===== config.mk =====
export PLATFORM = sky130hd
export DESIGN_NAME = exc_ctrl
export DESIGN_NICKNAME = d
export VERILOG_FILES = /design/src/rtl/exc_ctrl.sv
export SDC_FILE = /design/constraint.sdc
export NUM_CORES = 1
export LEC_CHECK = 0
export ABC_CLOCK_PERIOD_IN_PS = 2200
export CAP_MARGIN = 10
export CORE_MARGIN = 2
export CORE_UTILIZATION = 33
export CTS_BUF_LIST = sky130_fd_sc_hd__clkbuf_8
export DETAILED_ROUTE_END_ITERATION = 8
export PLACE_DENSITY = 0.69
export SYNTH_ARGS = -nofsm -noshare
export SYNTH_HDL_FRONTEND = slang
export SYNTH_SLANG_ARGS = --single-unit

===== constraint.sdc =====
create_clock -name clk -period 2.2 [get_ports clk]
set_clock_uncertainty 0.15 [all_clocks]
set_input_delay 0.44 -clock clk [delete_from_list [all_inputs] [get_ports clk]]
set_output_delay 0.44 -clock clk [all_outputs]
set_load 0.01 [all_outputs]

===== src/rtl/exc_ctrl.sv =====
// exc_ctrl: precise-exception / ERET sequencer at the MEM commit point; arbitrates causes,
// drains outstanding AXI data traffic, then pulses the CP0 update, flush and PC redirect.
module exc_ctrl #(
  parameter logic [31:0] EXC_VECTOR = 32'hBFC0_0380
) (
  input  logic        clk,
  input  logic        rst,
  input  logic        commit_valid,
  input  logic [31:0] pc_m,
  input  logic        is_ds_m,
  input  logic [5:0]  exc_vec,
  input  logic        data_is_store,
  input  logic [31:0] data_addr,
  input  logic        eret_m,
  input  logic        status_ie,
  input  logic        status_exl,
  input  logic [7:0]  status_im,
  input  logic [7:0]  cause_ip,
  input  logic [31:0] epc_cur,
  input  logic        mem_busy,
  output logic        stall,
  output logic        flush,
  output logic        cp0_we,
  output logic [4:0]  exc_code,
  output logic [31:0] epc_out,
  output logic        bd_out,
  output logic        badvaddr_we,
  output logic [31:0] badvaddr_out,
  output logic        exl_clr,
  output logic        redirect,
  output logic [31:0] redirect_pc
);
  typedef enum logic [1:0] {IDLE, DRAIN, COMMIT, REDIR} state_t;
  state_t state, state_nx;
  logic int_req, exc_any, event_v, bv_hit, eret_l, bv_l;
  logic [4:0] code_nx;
  assign int_req = status_ie & ~status_exl & |(status_im & cause_ip);
  assign exc_any = int_req | |exc_vec;
  assign event_v = commit_valid & (exc_any | eret_m);
  // BadVAddr is only written when a fetch or data address error wins arbitration
  assign bv_hit  = ~int_req & (exc_vec[0] | (exc_vec[5] & ~|exc_vec[4:0]));
  always_comb begin
    code_nx  = int_req ? 5'h00 : exc_vec[0] ? 5'h04 : exc_vec[1] ? 5'h0A : exc_vec[2] ? 5'h0C :
               exc_vec[3] ? 5'h08 : exc_vec[4] ? 5'h09 : data_is_store ? 5'h05 : 5'h04;
    state_nx = state == IDLE   ? (event_v ? (mem_busy ? DRAIN : COMMIT) : IDLE) :
               state == DRAIN  ? (mem_busy ? DRAIN : COMMIT) :
               state == COMMIT ? REDIR : IDLE;
  end
  assign stall       = state != IDLE;
  assign flush       = state == COMMIT;
  assign cp0_we      = flush & ~eret_l;
  assign badvaddr_we = cp0_we & bv_l;
  assign exl_clr     = flush & eret_l;
  assign redirect    = state == REDIR;
  always_ff @(posedge clk or negedge rst) begin
    if (!rst) begin
      state        <= IDLE;
      eret_l       <= 1'b0;
      bv_l         <= 1'b0;
      exc_code     <= 5'h00;
      epc_out      <= 32'h0;
      bd_out       <= 1'b0;
      badvaddr_out <= 32'h0;
      redirect_pc  <= 32'h0;
    end else begin
      state <= state_nx;
      if (state == IDLE && event_v) begin
        eret_l      <= ~exc_any;
        bv_l        <= bv_hit;
        redirect_pc <= exc_any ? EXC_VECTOR : epc_cur;
        if (exc_any) begin
          exc_code <= code_nx;
          epc_out  <= is_ds_m ? pc_m - 32'd4 : pc_m;
          bd_out   <= is_ds_m;
        end
        if (bv_hit) badvaddr_out <= exc_vec[0] ? pc_m : data_addr;
      end
    end
  end
endmodule


Word level (Yosys, flattened, before mapping)
Cells that the tools add are included.
Word-level totals
  flip-flop bits (word level): 106
  input bits: 127
  output and inout port bits: 108
  logic and storage cells: 52
Operators by class
  $add $sub $neg: 1
  equal/unequal tests: 3
  mux-type cells: 15
  bitwise gates (word level): 16
  reduce and logical (&&, ||, !) cells: 9
Operators with widths (count)
  32-bit two-way mux: 3
  32-bit by 3-bit subtractor with 32-bit output (second input constant): 1
  4-bit two-way mux: 6
  2-bit two-way mux: 5
  1-bit bitwise AND: 8
  8-bit bitwise AND: 1
  8-bit OR reduction: 1
  6-bit OR reduction: 1
  5-bit OR reduction: 1
  2-bit equality test (second input constant): 2
  1-bit NOT: 4
  2-bit AND reduction: 2
  1-bit bitwise OR: 3
  2-bit by 1-bit equality test with 1-bit output (second input constant): 1
  2-bit logical NOT: 1
  2-bit nonzero test: 1
  1-bit logical AND: 1
  1-bit logical NOT: 1
  1-bit two-way mux: 1

Longest topological paths before layout
Gate-level depths: netlist of the first run.
  depth in word-level cells: 8
  depth in mapped cells: 7
  depth with buffers taken out: 6

Worst setup path after synthesis of the first run
OpenSTA, ideal clock, no wires.
  kind: input to register
  start: in pc_m[9]
  end: reg epc_out[21]
  arrival: 2148 ps
  setup slack: -239 ps
  stages on the path: 6
  cells stage by stage: or4_4 > buf_6 > or4_4 > buf_6 > o41ai_1 > a31oi_1
Between the ends
  word-level cells in the longest chain between the ends: 2
Ends and longest elaborated chain
  start: declaration: RTL line 9  | input logic [31:0] pc_m,
  32-bit by 3-bit subtractor with 32-bit output: RTL line 73  | epc_out <= is_ds_m ? pc_m - 32'd4 : pc_m;
  32-bit two-way mux: RTL line 73
  end signal: assignment: RTL line 73
  end: declaration: RTL line 25  | output logic [31:0] epc_out,
No other way between the ends.
A chain may end at the register's enable or synchronous reset.

Final worst setup path of the first run
  start: in pc_m[6]
  end: reg epc_out[17]
Same word-level chain as after synthesis.

==> metrics.csv, run 1 <==
metric,value,unit
Pwr Density,893,nW/um^2
Bufs on Longest Clock Path,2,
"Setup violations, final",6,
cts bufs inserted,9,
footprint of the multi-input gates,2550,sq um
filler cell count,1286,
WP data required,2.37,ns
setup ws final,-0.0505,ns
synthesis warning total,0,
Initial Util,0.340,
critical path class,in2reg,
H-tree levels,3,
Via density,5.16,
total gr overflow,0,
total number of vias,4923,
initial antenna violation count,0,
clock period minus worst slack,2.25,ns
Setup crit start kind,primary input,
global-route wire length before repair,27.0,mm
min-delay worst type,reg2reg,
FP Rows,45,
Die Wd,129,um
layout cell share with drive strength beyond 1,0.319,
GP Congestion,0.826,
cell count after placement,925,
vias in the first global route,5107,
drt total wl,17.8,mm
Core Region,15300,sq um
violated checks,negative setup slack,
CP arrival,2.42,ns
Mapped Cells,434,
Post-synth ARST share,1.00,
met1 Use GR,0.264,
outcome,"finished, violations left",
Final Util,0.576,
library cells used by synthesis,48,
DRT Pass-1 Iters,4,
Pwr Total,7.85,mW
TritonCTS clock tree,yes,
RSZ-0062 raised after global routing,yes,
slew margin rel.,0.621,
total die area,16700,sq um
Most Crowded Layer GR,met2,
"EDFF count, synth",0,
pre-CTS WS,-0.805,ns
Sequential cell area,2630,sq um
"Net Count, Synth",562,
count of state elements after synthesis,105,
met2 usage,0.343,
max cap viols,0,
CP Capture Type,register,
drt drc,0,
clk_lat worst skew,0.39,ns
"Primary FF master, synth",dfrtp_1,
Pleak,3.56,nW
clock slew at reported path FFs,0.11,ns
period utilization,1.02,
largest net degree at the start of global routing,39,
Fmax achieved,0.444,GHz
# IOs,235,
IO buf count,233,
"antenna viol nets, final",0,
Die Y,129,um
routed length per placed instance,18.7,um
CTS Sinks,105,
Final Max Slew Viols,0,
fin cells,954,
synthesized area per cell,12.0,sq um
"Seq/Total Area, Yosys",0.507,
Synth-to-Final Area Change,69.4,%
Antenna Cells,0,
worst IR drop on VDD,0.000508,V
Detailed Place HPWL,13.2,mm
"Cell Area, Synth",5190,sq um
actual slew at the worst max-slew pin,0.568,ns
fin nets,866,
clk root buf,clkbuf_8,
M3 GR Usage,0.0421,
largest fanout on the critical path,5,
Fin. Hold Viols,0,
Total GRT Usage,0.208,
initial DRC count,231,
[synthesized netlist by cell type, drive strengths merged, types with 4 or more instances]
library cell | n | area share
nand2 | 4 | 0.0029
buf | 9 | 0.011
dfrtp | 105 | 0.51
nor3 | 8 | 0.0087
o31ai | 10 | 0.014
a22oi | 4 | 0.0058
nor2 | 12 | 0.0087
a31oi | 19 | 0.023
a21oi | 7 | 0.0068
or2 | 5 | 0.0060
or4b | 4 | 0.0077
or4 | 16 | 0.025
or3 | 13 | 0.016
o41ai | 5 | 0.0084
clkbuf | 27 | 0.020
nor4 | 7 | 0.0084
mux2 | 79 | 0.17
xor2 | 5 | 0.0084
o22a | 12 | 0.020
xnor2 | 5 | 0.0084
inv | 8 | 0.0058
o21ai | 6 | 0.0058
a22o | 23 | 0.039
a211oi | 18 | 0.026
[flip-flops by register name, summed over array words and instances, names as in the netlist]
signal,cells
badvaddr_out,32
bd_out,1
bv_l,1
epc_out,32
eret_l,1
exc_code,4
redirect_pc,32
state,2
[layout by cell type, fill, tap and decap left out, types with 12 or more instances in the layout]
master,instances
a22o_1,23
buf_4,79
o22a_1,12
a31oi_1,19
a211oi_1,18
clkdlybuf4s50_1,208
dfrtp_1,104
mux2_2,79
[report_power, final]
part	total, mW	internal, mW	switching [mW]	leakage, nW
Clock	1.23	0.524	0.706	0.0954
Sequential	3.00	2.60	0.398	1.24
Combinational	3.62	2.18	1.44	2.22
Total	7.85	5.30	2.54	3.56
[cell families (layout without fill, tap and decap cells)]
kind of cell | after synthesis | in the layout | share of synthesized area
AOI/OAI and AO/OA | 113 | 113 | 0.164
and+or+nand+nor | 81 | 82 | 0.101
xor gates and xnor gates | 10 | 10 | 0.0169
muxes | 79 | 79 | 0.171
other | 1 | 1 | 0.000723
adders and majority gates | 1 | 1 | 0.00241
buffers and inverters | 44 | 352 | 0.0367
DFF | 105 | 105 | 0.507
[worst max-delay path, cell delays in order]
cell and delay, ns:
buf_6 0.09, or4_4 0.58, buf_6 0.15, or4_4 0.44, buf_6 0.15, or4_4 0.41
a31oi_1 0.14
[per-layer routing]
metal  part of all wire  wire length (um)
met5                  0                 0
met4              0.030               530
met3              0.056              1000
met1               0.42              7580
met2               0.49              8730
[repair_timing]
| action | CTS | global route |
|---|---|---|
| cloned | 1 | 1 |
| endpoints found under the setup margin | 33 | 77 |
| hold buffers | 1 | 0 |
| hold endpoints to repair | 35 | 0 |
| gates resized for setup | 70 | 18 |
| pin swaps | 20 | 13 |
| setup buffers | 10 | 0 |
[path summary, 6_finish.rpt]
path / from / to / slack [ns] / depth (start not counted)
max: pc_m[6] / epc_out[17] / -0.05 / 7
min: bv_l / bv_l / 0.34 / 1
max reg2reg: state[1] / redirect_pc[8] / 0.09 / 4
min reg2reg: bv_l / bv_l / 0.34 / 1
max in group asynchronous: rst / epc_out[3] / 0.92 / 3
min in group asynchronous: rst / redirect_pc[25] / 0.42 / 2
[final cells by class]
class | count | area share
Clock buffer | 9 | 0.0141
Clock inverter | 7 | 0.00783
Inverter | 8 | 0.00342
Multi-Input combinational cell | 286 | 0.290
Sequential cell | 105 | 0.299
Tap cell | 211 | 0.0300
Timing Repair Buffer | 328 | 0.355
[stage by stage]
stage / hold WS [ns] / cell area, sq um / TNS [ns]
after floorplan: -0.00559 / 5250 / -2.35
after global placement: 0.307 / 8380 / -40.54
after detailed placement: 0.315 / 8380 / -43.15
after CTS: 0.325 / 8720 / -0.0626
after global routing: 0.335 / 8790 / -0.491
final: 0.336 / 8790 / -0.227
Power figures use the tool's default switching activity.
==> inputs of run 2 (changes only) <==
--- a/config.mk
+++ b/config.mk
@@ -5,13 +5,13 @@
 export SDC_FILE = /design/constraint.sdc
 export NUM_CORES = 1
 export LEC_CHECK = 0
-export ABC_CLOCK_PERIOD_IN_PS = 2200
+export ABC_CLOCK_PERIOD_IN_PS = 2400
 export CAP_MARGIN = 10
 export CORE_MARGIN = 2
 export CORE_UTILIZATION = 33
 export CTS_BUF_LIST = sky130_fd_sc_hd__clkbuf_8
 export DETAILED_ROUTE_END_ITERATION = 8
-export PLACE_DENSITY = 0.69
+export PLACE_DENSITY = 0.66
 export SYNTH_ARGS = -nofsm -noshare
 export SYNTH_HDL_FRONTEND = slang
 export SYNTH_SLANG_ARGS = --single-unit
==> constraint.sdc (replaced) <==
create_clock -name clk -period 2.4 [get_ports clk]
set_clock_uncertainty 0.15 [all_clocks]
set_input_delay 0.48 -clock clk [delete_from_list [all_inputs] [get_ports clk]]
set_output_delay 0.48 -clock clk [all_outputs]
set_load 0.01 [all_outputs]
==> metrics.csv, run 2 (synthesis gave the netlist of run 1 again) <==
metric,value,unit
Hold Startpoint,bv_l,
R2R Path End,badvaddr_out[27],
Detailed Place HPWL,13.2,mm
Hold Path End,bv_l,
reg2reg start,state[1],
largest fanout on the critical path,5,
total gr overflow,0,
WP data required,2.55,ns
Pleak,3.57,nW
largest net degree at the start of global routing,47,
worst IR drop on VDD,0.000534,V
critical path class,in2reg,
layout cell share with drive strength beyond 1,0.306,
period utilization,1.01,
vias in the first global route,5063,
Worst Hold Depth,1,
FP Rows,45,
cell count after placement,924,
Core Region,15300,sq um
clock period minus worst slack,2.42,ns
"Setup violations, final",1,
area of placed instances,8330,sq um
clk root buf,clkbuf_8,
GP Congestion,0.891,
fin nets,866,
initial DRC count,260,
Initial Util,0.340,
"most common cell after layout, fill and taps aside",clkdlybuf4s50_1,
clock slew at reported path FFs,0.10,ns
cts bufs inserted,9,
drt drc,0,
"antenna viol nets, final",0,
initial antenna violation count,0,
clk_lat worst skew,0.38,ns
fin area,8780,sq um
violated checks,negative setup slack,
"setup slack, reg-to-reg",0.10,ns
max cap viols,0,
H-tree levels,3,
Fmax achieved,0.414,GHz
drt total wl,17.7,mm
total number of vias,4896,
Final Max Slew Viols,0,
TritonCTS clock tree,yes,
Pwr Density,815,nW/um^2
Die Wd,129,um
fin cells,954,
routed length per placed instance,18.5,um
min-delay worst type,reg2reg,
total die area,16700,sq um
Total GRT Usage,0.204,
Via density,5.13,
IO buf count,233,
Fin. Hold Viols,0,
CP Capture Type,register,
global-route wire length before repair,26.4,mm
setup ws final,-0.0161,ns
FF-to-FF path depth,7,
DRT Pass-1 Iters,4,
top flop regs,"badvaddr_out (32), epc_out (32), redirect_pc (32)",
RSZ-0062 raised after global routing,yes,
Pwr Total,7.16,mW
outcome,"finished, violations left",
# IOs,235,
Setup crit start kind,primary input,
Bufs on Longest Clock Path,2,
Antenna Cells,0,
Die Y,129,um
Synth-to-Final Area Change,69.3,%
CTS Sinks,105,
Final Util,0.576,
CP arrival,2.57,ns
most frequent cells in the layout,"215 x clkdlybuf4s50_1, 105 x dfrtp_1, 82 x buf_4, 79 x mux2_2, 23 x a22o_1",
run 2: layout make-up:
class,count,area [sq um]
Inverter,8,30.0
Tap cell,211,264
Multi-Input combinational cell,285,2500
Fill cell,1306,6470
Timing Repair Buffer,329,3180
Sequential cell,105,2630
Clock buffer,10,138
Clock inverter,6,48.8
run 2: timing repair:
item | CTS | global route
hold buffers | 1 | 0
gates cloned | 0 | 2
hold endpoints to repair | 22 | 0
buffers inserted | 8 | 4
endpoints found under the setup margin | 18 | 52
resized for setup | 23 | 25
pin swaps | 12 | 10
run 2: worst max path at each step:
stage | startpoint | to | slack (ns) | cells past startpoint
after global placement | pc_m[11] | epc_out[18] | -0.61 | 5
final | pc_m[2] | epc_out[28] | -0.02 | 8
after global routing | pc_m[3] | epc_out[28] | -0.06 | 8
after floorplan | pc_m[9] | epc_out[15] | -0.07 | 6
after CTS | pc_m[13] | epc_out[18] | -0.02 | 5
after detailed placement | pc_m[11] | epc_out[18] | -0.62 | 5
run 2: routing by layer:
layer	track usage	share of wire	routed length (um)	up-vias
met5	0	0	0	-
met4	0.0761	0.022	391	0
met3	0.0545	0.081	1430	28
met2	0.333	0.48	8490	190
met1	0.260	0.42	7350	2383
li1	-	-	-	2295
run 2: stage by stage:
step	hold WS, ns	TNS [ns]	setup slack (ns)
after global routing	0.377	-0.0957	-0.0574
after detailed placement	0.270	-32.10	-0.620
after CTS	0.369	-0.0232	-0.0232
after global placement	0.264	-29.84	-0.607
final	0.358	-0.0161	-0.0161
after floorplan	0.0344	-0.277	-0.0670
run 2: worst max-delay path: stages:
cell and delay [ns]:
dlygate4sd2_1 0.27, inv_1 0.07, ha_1 0.17, nand4bb_1 0.19, buf_6 0.19, or4b_1 0.51
or4_1 0.53, a31oi_1 0.16
run 2: where the power goes:
part	internal (mW)	switching, mW	total [mW]	leakage, nW
Combinational	2.02	1.34	3.36	2.23
Clock	0.417	0.659	1.08	0.0972
Sequential	2.38	0.348	2.73	1.24
